**src/rtl/tt_um_exp_prng_lfsr_pkg.sv**
```systemverilog
// Shared constants and types for the exponential/Bernoulli PRNG.
//   LFSR_W      : width of the generator state
//   TAP_*       : feedback taps of x^32+x^22+x^2+x+1 (bit positions 31,21,1,0)
//   RESET_SEED  : state after reset; also replaces an all-zero loaded seed
//   mode_e      : uo_out source select
//   ctrl_t      : field view of ui_in {thr, mode, load, run}
package tt_um_exp_prng_lfsr_pkg;

   localparam int LFSR_W = 32;
   localparam int SEED_W = 8;

   localparam int TAP_A = 31;
   localparam int TAP_B = 21;
   localparam int TAP_C = 1;
   localparam int TAP_D = 0;

   localparam logic [LFSR_W-1:0] RESET_SEED = 32'h0000_0001;

   typedef enum logic [1:0] {
      MODE_RAW_LO = 2'b00,
      MODE_RAW_HI = 2'b01,
      MODE_EXP    = 2'b10,
      MODE_BERN   = 2'b11
   } mode_e;

   // Packed MSB-first, so a cast of ui_in lands each field on its pins.
   typedef struct packed {
      logic [3:0] thr;
      mode_e      mode;
      logic       load;
      logic       run;
   } ctrl_t;

   function automatic logic lfsr_fb(input logic [LFSR_W-1:0] s);
      return s[TAP_A] ^ s[TAP_B] ^ s[TAP_C] ^ s[TAP_D];
   endfunction

endpackage

```
**src/rtl/tt_um_exp_prng_lfsr_lfsr32.sv**
```systemverilog
// lfsr32: 32-bit Fibonacci LFSR state with byte-wise seed loading.
//   clk, rst_n : clock, async active-low reset (state -> RESET_SEED)
//   ena        : when low the state holds regardless of load/run
//   load       : shift seed_byte into the low byte (has priority over run)
//   run        : advance the LFSR by one step
//   seed_byte  : seed data, used only when load=1
//   state      : current generator state, never all-zero
module lfsr32
   import tt_um_exp_prng_lfsr_pkg::*;
(
   input  logic              clk,
   input  logic              rst_n,
   input  logic              ena,
   input  logic              load,
   input  logic              run,
   input  logic [SEED_W-1:0] seed_byte,
   output logic [LFSR_W-1:0] state
);

   logic [LFSR_W-1:0] shifted;
   logic [LFSR_W-1:0] next;

   always_comb begin
      shifted = {state[LFSR_W-SEED_W-1:0], seed_byte};
      next    = state;
      if (load) begin
         // All-zero is the LFSR's lock-up state; substitute the reset seed.
         next = (shifted == '0) ? RESET_SEED : shifted;
      end else if (run) begin
         next = {state[LFSR_W-2:0], lfsr_fb(state)};
      end
   end

   always_ff @(posedge clk or negedge rst_n) begin
      if (!rst_n)   state <= RESET_SEED;
      else if (ena) state <= next;
   end

endmodule

```
**src/rtl/tt_um_exp_prng_lfsr.sv**
```systemverilog
// tt_um_exp_prng_lfsr: LFSR-based PRNG with raw, exponential and Bernoulli outputs.
//   clk, rst_n : clock, async active-low reset
//   ena        : design enable (state holds when low)
//   ui_in      : [0] run, [1] load, [3:2] mode, [7:4] thr
//   uio_in     : seed byte, sampled when load=1
//   uo_out     : mode 00 S[7:0], 01 S[31:24], 10 clz(S), 11 (S[31:28] < thr)
//   uio_out    : constant 0
//   uio_oe     : constant 0, all uio pins are inputs
// Output selection is purely combinational, so mode/thr changes show on
// uo_out at once and never disturb the state.
module tt_um_exp_prng_lfsr
   import tt_um_exp_prng_lfsr_pkg::*;
(
   input  logic       clk,
   input  logic       rst_n,
   input  logic       ena,
   input  logic [7:0] ui_in,
   input  logic [7:0] uio_in,
   output logic [7:0] uo_out,
   output logic [7:0] uio_out,
   output logic [7:0] uio_oe
);

   ctrl_t             ctrl;
   logic [LFSR_W-1:0] s;
   logic [4:0]        clz;
   logic              bern;

   assign ctrl = ctrl_t'(ui_in);

   lfsr32 u_lfsr (
      .clk       (clk),
      .rst_n     (rst_n),
      .ena       (ena),
      .load      (ctrl.load),
      .run       (ctrl.run),
      .seed_byte (uio_in),
      .state     (s)
   );

   // Leading-zero count: scanning upward, the last set bit seen is the
   // most significant one. S is never zero, so the result fits 0..31.
   always_comb begin
      clz = 5'd31;
      for (int i = 0; i < LFSR_W; i++) begin
         if (s[i]) clz = 5'(LFSR_W - 1 - i);
      end
   end

   // Top nibble is uniform over 1..15 (and 0), giving P(1) ~ thr/16.
   assign bern = (s[LFSR_W-1 -: 4] < ctrl.thr);

   always_comb begin
      uo_out = '0;
      case (ctrl.mode)
         MODE_RAW_LO: uo_out = s[7:0];
         MODE_RAW_HI: uo_out = s[LFSR_W-1 -: 8];
         MODE_EXP:    uo_out = {3'b000, clz};
         MODE_BERN:   uo_out = {7'b0000000, bern};
         default:     uo_out = '0;
      endcase
   end

   assign uio_out = 8'h00;
   assign uio_oe  = 8'h00;

endmodule

```
**config.mk**
```make
export PLATFORM = sky130hd
export DESIGN_NAME = tt_um_exp_prng_lfsr
export DESIGN_NICKNAME = d
export VERILOG_FILES = /design/src/rtl/tt_um_exp_prng_lfsr_pkg.sv /design/src/rtl/tt_um_exp_prng_lfsr_lfsr32.sv /design/src/rtl/tt_um_exp_prng_lfsr.sv
export SDC_FILE = /design/constraint.sdc
export NUM_CORES = 1
export LEC_CHECK = 0
export CORE_ASPECT_RATIO = 0.7
export CORE_MARGIN = 3
export CORE_UTILIZATION = 54
export CTS_BUF_LIST = sky130_fd_sc_hd__clkbuf_8
export CTS_CLUSTER_SIZE = 30
export DETAILED_ROUTE_END_ITERATION = 10
export PLACE_DENSITY = 0.82
export RECOVER_POWER = 50
export SYNTH_ARGS = -nofsm -noshare
export SYNTH_HDL_FRONTEND = slang
export SYNTH_SLANG_ARGS = --single-unit
```
**constraint.sdc**
```tcl
create_clock -name clk -period 2.03 [get_ports clk]
set_input_delay 0.406 -clock clk [delete_from_list [all_inputs] [get_ports clk]]
set_output_delay 0.406 -clock clk [all_outputs]
set_load 0.05 [all_outputs]
```
==> summary.md, run 1 <==
| Metric | Value |
|---|---|
| Biggest regs | `u_lfsr.state (32)` |
| Die H | `60.24 µm` |
| P_leak | `1.483 nW` |
| Antenna violations before repair | `0` |
| Clock Latency Late Sink | `0.30 ns` |
| Hold Path Depth | `2` |
| Max Freq | `435.2 MHz` |
| Fin crit share | `113.2%` |
| Setup crit start kind | `flop` |
| Worst hold endpoint | `u_lfsr.state[8]$_DFFE_PN0P_` |
| Port bufs | `26` |
| Synth top area share | `34.18%` |
| Max VDD drop | `0.9004 mV` |
| Setup slack at placement | `-0.5123 ns` |
| Fin area | `3252 µm²` |
| Full die area | `5029 µm²` |
| Min Clock Period, post-route | `2.298 ns` |
| Worst Path Required | `1.62 ns` |
| Worst hold start | `u_lfsr.state[8]$_DFFE_PN0P_` |
| Final Skew | `0.008485 ns` |
| Total gr overflow | `0` |
| Yosys warnings | `0` |
| Final Setup Violations | `5` |
| Largest Register | `u_lfsr.state` |
| Async set or reset register ratio after synthesis | `100.0%` |
| Ys flop type | `dfrtp_1` |
| Cells after synthesis | `267` |
| Worst Setup End Kind | `output port` |
| Antenna cells | `0` |
| Fillers | `252` |
| Die width | `83.49 µm` |
| Syn_area_per_cell | `8.501 µm²` |
| Layout Nets | `355` |
| Vias per cell | `6.189` |
| Synth area leader | `dfrtp_1` |
| Routed wire length | `7594 µm` |
| Max Cap Viol | `0` |
| Hpwl dp | `4726 µm` |
| Synth cell types | `41` |
| Area after DPL | `2846 µm²` |
| # hold bufs at CTS | `0` |
| Pwr/cell area | `1120 nW/µm²` |
| Final Hold Vio Count | `0` |
| Largest cells by area after synthesis | `dfrtp_1 (34%), mux2i_1 (18%), o21ai_0 (8.6%), nand2_1 (6.3%), buf_4 (5.3%)` |
| Placed cells | `365` |
| Core ar. | `3970 µm²` |
| RSZ-0062 raised after global routing | `true` |
| Routability-driven placement congestion ratio | `0.8775` |
| Reg2Reg Launch Point | `u_lfsr.state[22]$_DFFE_PN0P_` |
| Largest net degree at the start of global routing | `40` |
| Outcome | `finished, violations left` |
| Drc violations | `0` |
| CTS tree | `built` |
| Flop2flop setup slack | `0.12 ns` |
| Clock Sink Count | `32` |
| CTS H-tree depth | `2` |
| Root Driver | `clkbuf_8` |
| Clock Tree Buf Depth | `2` |
| Post-Layout Cell Count | `386` |
| Post-route ant nets | `0` |
| R2r endpoint | `u_lfsr.state[0]$_DFFE_PN1P_` |
| Pins Over Slew Limit | `0` |
| Max reg flops | `32` |
| Post-route setup slack | `-0.2676 ns` |
| Placement Rows | `19` |
| Number of synthesized flops with an enable pin | `0` |
| Max-slew headroom | `44.59%` |
| Vias in the first global route | `2213` |
| Hold/Removal Path Class | `flop to flop` |
| WP data arrival | `1.89 ns` |
| DRT Pass-1 Iters | `7` |
| First-pass GRT wire length | `11250 µm` |
| Via count | `2389` |
| Wire per inst | `19.67 µm` |
| Crit-path max FO | `6` |
| Area Growth Syn to Fin | `43.27%` |
| Failing checks | `negative setup slack` |
| 1st-iter DRT viols | `221` |
| Number of synthesized register bits | `32` |
| Worst r2r path cells | `7` |
| Ports | `43` |
| Total Routing Usage GR | `29.34%` |
| Register area share after synthesis | `35.34%` |
| Worst Tran Pin Value | `0.8312 ns` |
| Share of cells above drive strength 1 | `30.84%` |
| Initial Util | `57.17%` |
| Num CTS Buffers | `5` |
| Clk slew on worst S/H paths | `0.08 ns` |
| Post-synthesis cell area | `2270 µm²` |
| Crit Path Class | `flop to output port` |
power by group:
group	total, mW	internal, mW	switching, mW	leakage [nW]
Sequential	1.03	0.790	0.238	0.407
Combinational	1.99	0.912	1.08	1.02
Clock	0.623	0.363	0.260	0.0541
Total	3.64	2.06	1.58	1.48
area by class of cell:
type	instances	area (µm²)	area share, %
clock buffers	5	68.82	2.116
multi-input cells	208	1495	45.98
inverters	10	37.54	1.154
well taps	52	65.06	2.001
clock inverters	3	42.54	1.308
repair buffers	76	734.5	22.59
flip-flops and latches	32	808.3	24.86
worst max-delay path by stage:
stage / startpoint / endpoint / slack [ns] / cells past startpoint
finish: u_lfsr.state[27]$_DFFE_PN0P_ / uo_out[0] / -0.27 / 6
global route: u_lfsr.state[19]$_DFFE_PN0P_ / uo_out[0] / -0.36 / 6
CTS: u_lfsr.state[30]$_DFFE_PN0P_ / uo_out[0] / -0.26 / 7
detailed placement: ui_in[6] / uo_out[0] / -0.51 / 9
global placement: ui_in[6] / uo_out[0] / -0.47 / 9
floorplan: u_lfsr.state[0]$_DFFE_PN1P_ / uo_out[0] / -0.09 / 4
metrics by stage:
| stage | TNS, ns | utilization, % | power [mW] | hold slack (ns) |
|---|---|---|---|---|
| final | -1.152 | 81.91 | 3.643 | 0.5963 |
| after global routing | -1.465 | 81.91 | 3.805 | 0.6030 |
| after CTS | -0.8544 | 80.68 | 3.456 | 0.5228 |
| after detailed placement | -1.291 | 71.70 | 2.555 | 0.5414 |
| after global placement | -1.114 | 71.70 | 2.500 | 0.5137 |
| after floorplan | -0.08620 | - | 1.876 | 0.1104 |
synth_stat cells (2+ instances only):
cell type   n
a21oi_1     8
buf_2       6
buf_4      16
buf_6       2
clkbuf_1    8
dfrtp_1    31
ha_1        3
inv_1      10
mux2i_1    40
nand2_1    38
nand2b_1    4
nand3_1     2
nor2_1     21
nor3_1      4
nor4_1      5
nor4b_1     2
o21ai_0    39
o22ai_1     3
o31ai_1     2
xnor2_1     2
kinds of logic (layout without fill, tap and decap cells):
| family | count (synthesis) | count (layout) | synth area share [%] |
|---|---|---|---|
| flops | 32 | 32 | 35.34 |
| mux | 40 | 40 | 17.64 |
| buf+inv | 42 | 94 | 10.58 |
| fa+ha+maj | 3 | 3 | 1.654 |
| compound gates | 66 | 66 | 17.64 |
| other cells | 1 | 16 | 0.1652 |
| xor+xnor | 2 | 2 | 0.7719 |
| simple gates | 81 | 81 | 16.21 |
critical path, stage by stage, from the launching register on:
cell	delay (ns)
dfrtp_1	0.50
inv_1	0.11
o221a_2	0.30
o31a_1	0.11
o31ai_1	0.19
o211ai_1	0.17
clkbuf_16	0.21
cell usage in the layout, fill, tap and decap left out, types with 2 or more instances in the layout:
| cell type | Yosys | final |
|---|---|---|
| buf_4 | 16 | 44 |
| mux2i_1 | 40 | 40 |
| nand2_1 | 38 | 37 |
| o21ai_0 | 39 | 34 |
| dfrtp_1 | 31 | 26 |
| nor2_1 | 21 | 19 |
| conb_1 | 1 | 16 |
| clkdlybuf4s50_1 | 0 | 11 |
| inv_1 | 10 | 9 |
| buf_12 | 0 | 8 |
| o21ai_1 | 0 | 5 |
| a21oi_1 | 8 | 5 |
| clkbuf_8 | 0 | 5 |
| dlygate4sd2_1 | 0 | 5 |
| dfrtp_2 | 0 | 5 |
| buf_6 | 2 | 4 |
| nor4_4 | 0 | 3 |
| nor2_2 | 1 | 3 |
| a21oi_2 | 0 | 3 |
| nor3_1 | 4 | 3 |
| nor4_2 | 1 | 2 |
| nand2b_4 | 0 | 2 |
| o22ai_2 | 0 | 2 |
| nand2b_1 | 4 | 2 |
| a2111oi_4 | 0 | 2 |
| xnor2_1 | 2 | 2 |
| nor4b_1 | 2 | 2 |
layer usage:
layer  share of wire (%)  up-vias  track usage [%]
met4                 4.3        0            11.47
met1                  41     1162            36.22
met3                 7.1       39            8.540
li1                    -     1047                -
met5                   0        -                0
met2                  47      141            49.54
repair_timing:
action	4_1_cts	5_1_grt
resized for setup	40	12
pin swaps	19	4
hold endpoints to repair	0	0
gates cloned	0	0
setup endpoints to repair	8	5
buffers inserted	11	3
No activity file was read; power rests on OpenSTA's default activity.
==> run 2: changes to the inputs <==
--- a/config.mk
+++ b/config.mk
@@ -5,6 +5,7 @@
 export SDC_FILE = /design/constraint.sdc
 export NUM_CORES = 1
 export LEC_CHECK = 0
+export CAP_MARGIN = 0
 export CORE_ASPECT_RATIO = 0.7
 export CORE_MARGIN = 3
 export CORE_UTILIZATION = 54
==> results of run 2 <==
Same layout as run 1: the final DEF is identical, and so are final timing and power.
==> run 3: changes to the inputs <==
--- a/config.mk
+++ b/config.mk
@@ -8,12 +8,14 @@
 export CAP_MARGIN = 0
 export CORE_ASPECT_RATIO = 0.7
 export CORE_MARGIN = 3
-export CORE_UTILIZATION = 54
-export CTS_BUF_LIST = sky130_fd_sc_hd__clkbuf_8
+export CORE_UTILIZATION = 52
+export CTS_BUF_LIST = sky130_fd_sc_hd__clkbuf_16
 export CTS_CLUSTER_SIZE = 30
 export DETAILED_ROUTE_END_ITERATION = 10
-export PLACE_DENSITY = 0.82
+export GPL_TIMING_DRIVEN = 0
+export PLACE_DENSITY = 0.8
 export RECOVER_POWER = 50
 export SYNTH_ARGS = -nofsm -noshare
 export SYNTH_HDL_FRONTEND = slang
 export SYNTH_SLANG_ARGS = --single-unit
+export TNS_END_PERCENT = 30
==> run 3 against run 2 <==
Die area rose by 3.5%. Sequential cell count is the same. Non-clock buffer count fell by 7. The flow finishes with violations (max-capacitance violations, max-slew violations, negative setup slack). Cell count fell by 1.8%. Cell area shrank 7.2%. First-iteration DRC count up 1.8%. Via count fell by 6.5%. Largest power group unchanged. Critical path type unchanged. Fmax up 0.68%. Sequential share of layout area is 2.2 points higher. Clock skew decreased by 0.0056 ns. Critical endpoint unchanged. Worst hold slack worse by 0.055 ns.
==> summary.md, run 3 (synthesis results as in run 1) <==
| Metric | Value |
|---|---|
| Max reg flops | `32` |
| CTS tree | `built` |
| Die width | `84.97 µm` |
| CP max stage cell | `dfrtp_2` |
| Leading cell types in the layout, fill and taps excluded | `mux2i_1 (40), nand2_1 (38), o21ai_0 (37), buf_4 (32)` |
| Setup TNS | `-0.8015 ns` |
| Clock Latency Late Sink | `0.28 ns` |
| Crit path max-delay family | `compound AO/OA/AOI/OAI gates` |
| Flop2flop setup slack | `0.54 ns` |
| RSZ-0062 raised after global routing | `true` |
| Share of cells above drive strength 1 | `26.91%` |
| Max Cap Viol | `1` |
| Area Growth Syn to Fin | `32.91%` |
| Final Hold Vio Count | `0` |
| Die H | `61.28 µm` |
| Hold_ws | `0.5408 ns` |
| Setup crit start | `u_lfsr.state[30]$_DFFE_PN0P_` |
| Failing checks | `max-capacitance violations, max-slew violations, negative setup slack` |
| Vias per cell | `5.892` |
| R2r endpoint | `u_lfsr.state[0]$_DFFE_PN1P_` |
| Max-slew headroom | `-15.06%` |
| Top Layer Used | `met4` |
| Initial Util | `55.83%` |
| Max VDD drop | `0.7481 mV` |
| 1st-iter DRT viols | `225` |
| Routability-driven placement congestion ratio | `0.9675` |
| Cells along the critical path | `ha_4 > nand2b_4 > o21ai_2 > a21oi_2 > o32a_1 > o211ai_1 > buf_4` |
| Fillers | `303` |
| CTS H-tree depth | `2` |
| Wire per inst | `17.46 µm` |
| Total Routing Usage GR | `26.02%` |
| Antenna cells | `0` |
| Total gr overflow | `0` |
| Fin crit share | `112.4%` |
| Antenna violations before repair | `0` |
| Vias in the first global route | `2070` |
| Pwr/cell area | `1066 nW/µm²` |
| Routed wire length | `6619 µm` |
| Post-route ant nets | `0` |
| M1 wire length | `2856 µm` |
| Setup crit start kind | `flop` |
| Layout Nets | `348` |
| Drc violations | `0` |
| Outcome | `finished, violations left` |
| Setup slack at placement | `-1.089 ns` |
| Crit Path Class | `flop to output port` |
| DRT Pass-1 Iters | `6` |
| Levels on crit path | `7` |
| Hold/Removal Path Class | `flop to flop` |
| Reg2Reg Launch Point | `u_lfsr.state[22]$_DFFE_PN0P_` |
| Max Freq | `438.2 MHz` |
| Clock Sink Count | `32` |
| WP data arrival | `1.88 ns` |
| Critical Path Max Stage Delay | `0.44 ns` |
| Post-Layout Cell Count | `379` |
| Crit-path max FO | `2` |
| Final Setup Violations | `5` |
| Core ar. | `4065 µm²` |
| Most common cell after layout, fill and taps aside | `mux2i_1` |
| Worst r2r path cells | `5` |
| Placed cells | `359` |
| Worst Tran Pin Value | `1.726 ns` |
| First-pass GRT wire length | `10450 µm` |
| Via count | `2233` |
| Final Skew | `0.002893 ns` |
| Biggest regs | `u_lfsr.state (32)` |
| Root Driver | `clkbuf_16` |
| Min Clock Period, post-route | `2.282 ns` |
| Clk slew on worst S/H paths | `0.05 ns` |
| Largest net degree at the start of global routing | `33` |
| Port bufs | `25` |
| Placement Rows | `19` |
| Num CTS Buffers | `5` |
| Worst Path Required | `1.62 ns` |
| Full die area | `5206 µm²` |
| Critical Path End | `uo_out[0]` |
| Largest Register | `u_lfsr.state` |
| Met3 Wirelength | `696 µm` |
| P_leak | `1.382 nW` |
| # hold bufs at CTS | `0` |
| Worst path bufs/invs | `1` |
| Met2 WL | `2993 µm` |
| Pins Over Slew Limit | `33` |
| Worst Setup End Kind | `output port` |
| Post-route setup slack | `-0.2520 ns` |
| Ports | `43` |
| Hpwl dp | `4263 µm` |
| Clock Tree Buf Depth | `2` |
## run 3: worst min-delay path by stage
stage                                            from                           end  slack, ns  cells past startpoint
after floorplan                                 rst_n  u_lfsr.state[10]$_DFFE_PN0P_       0.11                      0
after global placement    u_lfsr.state[0]$_DFFE_PN1P_   u_lfsr.state[0]$_DFFE_PN1P_       0.53                      2
after detailed placement                        rst_n  u_lfsr.state[16]$_DFFE_PN0P_       0.50                      1
after CTS                                       rst_n  u_lfsr.state[16]$_DFFE_PN0P_       0.21                      1
after global routing      u_lfsr.state[0]$_DFFE_PN1P_   u_lfsr.state[0]$_DFFE_PN1P_       0.58                      2
final                     u_lfsr.state[0]$_DFFE_PN1P_   u_lfsr.state[0]$_DFFE_PN1P_       0.54                      2
## run 3: layout make-up
| class | instances | area, µm² | share of cell area [%] |
|---|---|---|---|
| plain buffers | 31 | 209.0 | 6.927 |
| inverters | 10 | 37.54 | 1.244 |
| repair buffers | 38 | 321.6 | 10.66 |
| well taps | 52 | 65.06 | 2.157 |
| flip-flops and latches | 32 | 817.0 | 27.08 |
| multi-input cells | 208 | 1423 | 47.16 |
| clock buffers | 5 | 125.1 | 4.148 |
| clock inverters | 3 | 18.77 | 0.6221 |
## run 3: repair_timing
action / 4_1_cts / 5_1_grt
pin swaps: 12 / 0
cloned: 0 / 0
gates resized for setup: 74 / 12
setup endpoints to repair: 8 / 7
setup buffers: 13 / 0
## run 3: worst reg2reg max path, cell delays in order (launching register included)
cell and delay, ns:
dfrtp_2 0.46, nor4_4 0.33, nand3_1 0.22, nor3_1 0.23
a32oi_1 0.12, nand2_1 0.08
## run 3: routing by layer
layer / GRT usage [%] / vias up
met3: 8.289 / 14
met1: 36.18 / 1053
met2: 40.38 / 135
met4: 5.418 / 0
li1: - / 1031
met5: 0 / -
## run 3: stage by stage
step           instance area [µm²]  power (mW)  utilization (%)
3_5_place_dp                  2643       2.219            65.00
4_1_cts                       2997       3.127            73.72
6_report                      3017       3.216            74.21
5_1_grt                       3017       3.381            74.21
3_3_place_gp                  2648       2.191            65.13
2_1_floorplan                 2332       1.855                -
## run 3: report_power, final
part           switching (mW)  leakage (nW)  total (mW)  internal (mW)
sequential              0.325         0.397        1.12          0.797
clock                   0.279        0.0736       0.730          0.451
combinational           0.775         0.911        1.36          0.589
total                    1.38          1.38        3.22           1.84
